### config.mk
export PLATFORM = sky130hd
export DESIGN_NAME = if_id_buffer
export DESIGN_NICKNAME = d
export VERILOG_FILES = /design/src/rtl/ifid_pkg.sv /design/src/rtl/ifid_queue_mem.sv /design/src/rtl/if_id_buffer.sv
export SDC_FILE = /design/constraint.sdc
export NUM_CORES = 1
export LEC_CHECK = 0
export BUFFER_PORTS_ARGS = -buffer_cell sky130_fd_sc_hd__buf_4
export CORE_MARGIN = 1
export CORE_UTILIZATION = 55
export DETAILED_ROUTE_END_ITERATION = 16
export HOLD_SLACK_MARGIN = 0.15
export PLACE_DENSITY_LB_ADDON = 0.3
export SKIP_CTS_REPAIR_TIMING = 1
export SLEW_MARGIN = 20
export SYNTH_ARGS = -nofsm -noshare
export SYNTH_HDL_FRONTEND = slang
export SYNTH_SLANG_ARGS = --single-unit
### constraint.sdc
create_clock -name clk -period 5.4 [get_ports clk]
set_clock_uncertainty 0.1 [all_clocks]
set_input_delay 0.81 -clock clk [delete_from_list [all_inputs] [get_ports clk]]
set_output_delay 0.81 -clock clk [all_outputs]
set_load 0.01 [all_outputs]
### src/rtl/ifid_pkg.sv
// Shared constants and entry layout for the fetch-to-decode buffer.
package ifid_pkg;

  localparam int IW   = 16;
  localparam int AW   = 16;
  localparam int SQ_W = 16;

  localparam logic [IW-1:0] NOP_INST  = 16'h0800;
  localparam logic [IW-1:0] HALT_INST = 16'h0000;

  typedef struct packed {
    logic [IW-1:0] inst;
    logic [AW-1:0] pcplus2;
    logic          err;
  } entry_t;

endpackage

### src/rtl/ifid_queue_mem.sv
// DEPTH-entry register file: one synchronous write port, one combinational read port.
module ifid_queue_mem
  import ifid_pkg::*;
#(
  parameter int DEPTH = 2
) (
  input  logic                     clk,
  input  logic                     we_i,
  input  logic [$clog2(DEPTH)-1:0] waddr_i,
  input  entry_t                   wdata_i,
  input  logic [$clog2(DEPTH)-1:0] raddr_i,
  output entry_t                   rdata_o
);

  entry_t mem_q [DEPTH];

  // NOTE: storage is deliberately not reset; the parent's count decides which slots are live,
  // so stale contents are never presented.
  always_ff @(posedge clk) begin
    if (we_i) mem_q[waddr_i] <= wdata_i;
  end

  assign rdata_o = mem_q[raddr_i];

endmodule

### src/rtl/if_id_buffer.sv
// In-order fetch-to-decode queue with fetch throttling, HALT blocking and flush squash counting.
module if_id_buffer
  import ifid_pkg::*;
#(
  parameter int DEPTH = 2
) (
  input  logic            clk,
  input  logic            rst,
  input  logic [IW-1:0]   inst_in,
  input  logic [AW-1:0]   pcplus2_in,
  input  logic            err_in,
  input  logic            if_valid,
  input  logic            flush,
  input  logic            id_stall,
  output logic [IW-1:0]   inst_out,
  output logic [AW-1:0]   pcplus2_out,
  output logic            err_out,
  output logic            id_valid,
  output logic            stall_pc,
  output logic [SQ_W-1:0] squash_cnt
);

  localparam int PW = $clog2(DEPTH);
  localparam int CW = $clog2(DEPTH + 1);

  logic [PW-1:0]   rd_ptr_q, rd_ptr_d, wr_ptr_q, wr_ptr_d;
  logic [CW-1:0]   count_q, count_d;
  logic            halt_pend_q, halt_pend_d;
  logic [SQ_W-1:0] squash_q, squash_d;
  logic            full, accept, pop;
  entry_t          wr_entry, head;

  assign full   = (count_q == CW'(DEPTH));
  assign accept = if_valid & ~full & ~halt_pend_q & ~flush;
  assign pop    = (count_q != '0) & ~id_stall & ~flush;

  // NOTE: every always_comb output gets a default first so no path can infer a latch.
  always_comb begin
    rd_ptr_d    = rd_ptr_q;
    wr_ptr_d    = wr_ptr_q;
    count_d     = count_q;
    halt_pend_d = halt_pend_q;
    squash_d    = squash_q;
    if (flush) begin
      rd_ptr_d    = '0;
      wr_ptr_d    = '0;
      count_d     = '0;
      halt_pend_d = 1'b0;
      // The fetch slot offered alongside the flush is squashed too.
      squash_d    = squash_q + SQ_W'(count_q) + SQ_W'(if_valid);
    end else begin
      if (accept) begin
        wr_ptr_d = wr_ptr_q + 1'b1;
        if (inst_in == HALT_INST) halt_pend_d = 1'b1;
      end
      if (pop) rd_ptr_d = rd_ptr_q + 1'b1;
      count_d = count_q + CW'(accept) - CW'(pop);
    end
  end

  // NOTE: state registers use non-blocking assignments so every flop samples pre-edge values.
  always_ff @(posedge clk) begin
    if (!rst) begin
      rd_ptr_q    <= '0;
      wr_ptr_q    <= '0;
      count_q     <= '0;
      halt_pend_q <= 1'b0;
      squash_q    <= '0;
    end else begin
      rd_ptr_q    <= rd_ptr_d;
      wr_ptr_q    <= wr_ptr_d;
      count_q     <= count_d;
      halt_pend_q <= halt_pend_d;
      squash_q    <= squash_d;
    end
  end

  assign wr_entry = '{inst: inst_in, pcplus2: pcplus2_in, err: err_in};

  ifid_queue_mem #(.DEPTH(DEPTH)) u_mem (
    .clk     (clk),
    .we_i    (accept),
    .waddr_i (wr_ptr_q),
    .wdata_i (wr_entry),
    .raddr_i (rd_ptr_q),
    .rdata_o (head)
  );

  assign id_valid    = (count_q != '0);
  assign inst_out    = id_valid ? head.inst    : NOP_INST;
  assign pcplus2_out = id_valid ? head.pcplus2 : '0;
  assign err_out     = id_valid & head.err;
  assign stall_pc    = full | halt_pend_q;
  assign squash_cnt  = squash_q;

endmodule

==> results_dict.tcl <==
set metrics [dict create \
    wl_met3_um 317 \
    wl_per_cell_um 14.9 \
    ff2ff_path_depth 4 \
    post-dp-hpwl_mm 4.57 \
    min_period_ps 2820 \
    synth_top_family_by_area "simple AND/OR/NAND/NOR gates" \
    vias 2256 \
    final_nets 395 \
    startpoint_type "flop" \
    die_area_um2 6790 \
    ir_drop_mv 0.307 \
    tightest_slew_ps 1000 \
    required_ps 4490 \
    synthArstFlopShare_pct 0 \
    synth.area.top_cells "edfxtp_1 (56%), dfxtp_1 (12%), mux2i_1 (9.9%), nor2_1 (5.3%), xnor2_1 (2.0%)" \
    p_leak_nw 1.68 \
    p_per_area_nw_per_um2 296 \
    synth_edf_count 66 \
    antenna_left 0 \
    timing.final.crit_share_pct 52.3 \
    critPathSlowestCell "nor2_2" \
    clkTransAtPathRegs_ps 90 \
    cp_slowest_stage_delay_ps 590 \
    dr.pass1.iters 4 \
    worstSetupPathType "reg2out" \
    synth_compound_area_share_pct 2.75 \
    ioPinCount 89 \
    post-synth-top-count-cell "edfxtp_1" \
    cts.sinks 88 \
    synth_common_cells "edfxtp_1 (66), nor2_1 (50), mux2i_1 (35)" \
    area_delta_synth_final_pct 26.5 \
    end_kind "output pin" \
    cts_made_buffers 9 \
    viasPerCell 5.22 \
    cp_max_fo 18 \
    fmax_ghz 0.354 \
    rr_startpoint "count_q[0]" \
    cpMostUsedCell "buf_4" \
    rsz0062_at_grt "false" \
    die_h_um 82.4 \
    met1_length_mm 2.73 \
    grt_pass1_vias 2154 \
    synth.largest_area_cell "edfxtp_1" \
    stdcell_area_um2 4500 \
    hold_class "reg2reg" \
    globalplace.congestion 0.773 \
    synthSimpleGateAreaFrac_pct 11.2 \
    grtUsageTotal_pct 20.7 \
    fin_ws_ps 2580 \
    syn_avg_cell_area_um2 13.6 \
    met2WireLength_mm 3.26 \
    rows 28 \
    synth_fa_ha_area_share_pct 2.18 \
    start_util_pct 58.6 \
    finalSetupViolations 0 \
    drt_wl_total_mm 6.43 \
    cp-startpoint "count_q[0]" \
    path_cells "nor2_2 > buf_4 > nor2_1 > buf_4" \
    crit_arrival_ps 1910 \
    ys_warn_count 0 \
    placed_cell_area_um2 4280 \
    clock-root-buffer "clkbuf_8" \
    rrSetupSlack_ps 2890 \
    pre_cts_ws_ps 2370 \
    htreeDepth 3 \
    slew_viol_final 0 \
    hold_viol 0 \
    portBuffers 88 \
    drc 0 \
    synth-seq-cells 88 \
    netlist_area_um2 3550 \
    dieWidth_um 82.4 \
    tns_ps 0 \
    core_um2 6060 \
    clk_latency_ps 350 \
    synth_mux_area_share_pct 9.86 \
    synth_ff_type "edfxtp_1" \
    cts_tree "built" \
    synth_fp_nets 305 \
    grt_max_degree 34 \
    grt_overflow 0 \
    diodes 0 \
    drtIter0Drc 103 \
    finalPower_mw 1.33 \
    outcome "completed" \
    antenna_found_initial 0 \
    synthCells 262 \
    synth_cell_types 35 \
    yosysTopAreaCellShare_pct 55.8 \
    worst_r2r_endpoint "u_mem.mem_q[1][25]" \
    dr.max_layer_used "met4" \
    drive_above_1_share_pct 31.1 \
    cap_violations 0 \
    critical_path.endpoint "pcplus2_out[0]" \
    slew_headroom_pct 33.2 \
    grt_pass1_wl_mm 10.0 \
    clock_path_buffers 2 \
    seq_area_frac_synth_pct 68.2 \
    synth_xor_area_share_pct 2.96 \
]
logic make-up (layout without fill, tap and decap cells):
| kind of cell | after synthesis | in the layout |
|---|---|---|
| xor gates and xnor gates | 12 | 12 |
| AOI/OAI and AO/OA | 15 | 15 |
| adders and majority gates | 5 | 5 |
| buffers and inverters | 23 | 118 |
| DFF | 88 | 88 |
| and+or+nand+nor | 84 | 84 |
| muxes | 35 | 35 |
placed cells by master (no fill, tap or decap), drive strengths merged, types with 2 or more instances in the layout:
master	count
nand3	4
nand2	6
nor2	50
ha	3
bufinv	2
o31ai	3
fa	2
or3	2
nor3	2
xor2	4
o21ai	2
mux2i	35
nand2b	2
or4	3
nand4	2
inv	13
clkbuf	9
nor4	5
clkinv	3
edfxtp	66
and4	2
xnor2	8
a21oi	7
dfxtp	22
buf	90
critical path: cells and delay by family (launching register included):
family	cells	cell delay, ps
AND/OR/NAND/NOR	2	680
buffers and inverters	2	500
flip-flops	1	370
worst min path at each step:
stage,from,to,cells past startpoint
after floorplan,rd_ptr_q,flop,2
after global placement,squash_cnt[15],squash_cnt[15],2
after detailed placement,squash_cnt[15],squash_cnt[15],2
after CTS,squash_cnt[15],squash_cnt[15],2
after global routing,squash_cnt[12],squash_cnt[12],2
final,squash_cnt[15],squash_cnt[15],2
registers in the layout, indices dropped and copies added, names as in the netlist, named ones only:
register and cells:
rd_ptr_q 1, u_mem.mem_q 66, halt_pend_q 1, count_q 2
squash_cnt 16, wr_ptr_q 1
report_power, final:
part	switching (mW)	internal [mW]	total, mW
sequential	0.00712	0.744	0.752
clock	0.227	0.261	0.489
combinational	0.0464	0.0436	0.0901
routing by layer:
layer,vias up,GRT usage (%)
met5,-,0
met4,0,9.82
met3,14,5.71
met2,69,33.6
met1,1058,25.8
li1,1115,-
per-stage QoR:
stage	hold slack (ps)	cells	util (%)
2_1_floorplan	381	262	-
3_3_place_gp	371	416	70.6
3_5_place_dp	384	416	70.6
4_1_cts	402	432	74.2
5_1_grt	447	432	74.2
6_report	398	432	74.2
cell type report:
class,instances,area (um2)
multi-input cells,151,1040
repair buffers,90,676
clock buffers,9,124
well taps,75,93.8
fillers,425,1570
clock inverters,7,95.1
inverters,12,45.0
flip-flops and latches,88,2420
Note: power is estimated with default switching activity, not from simulation.
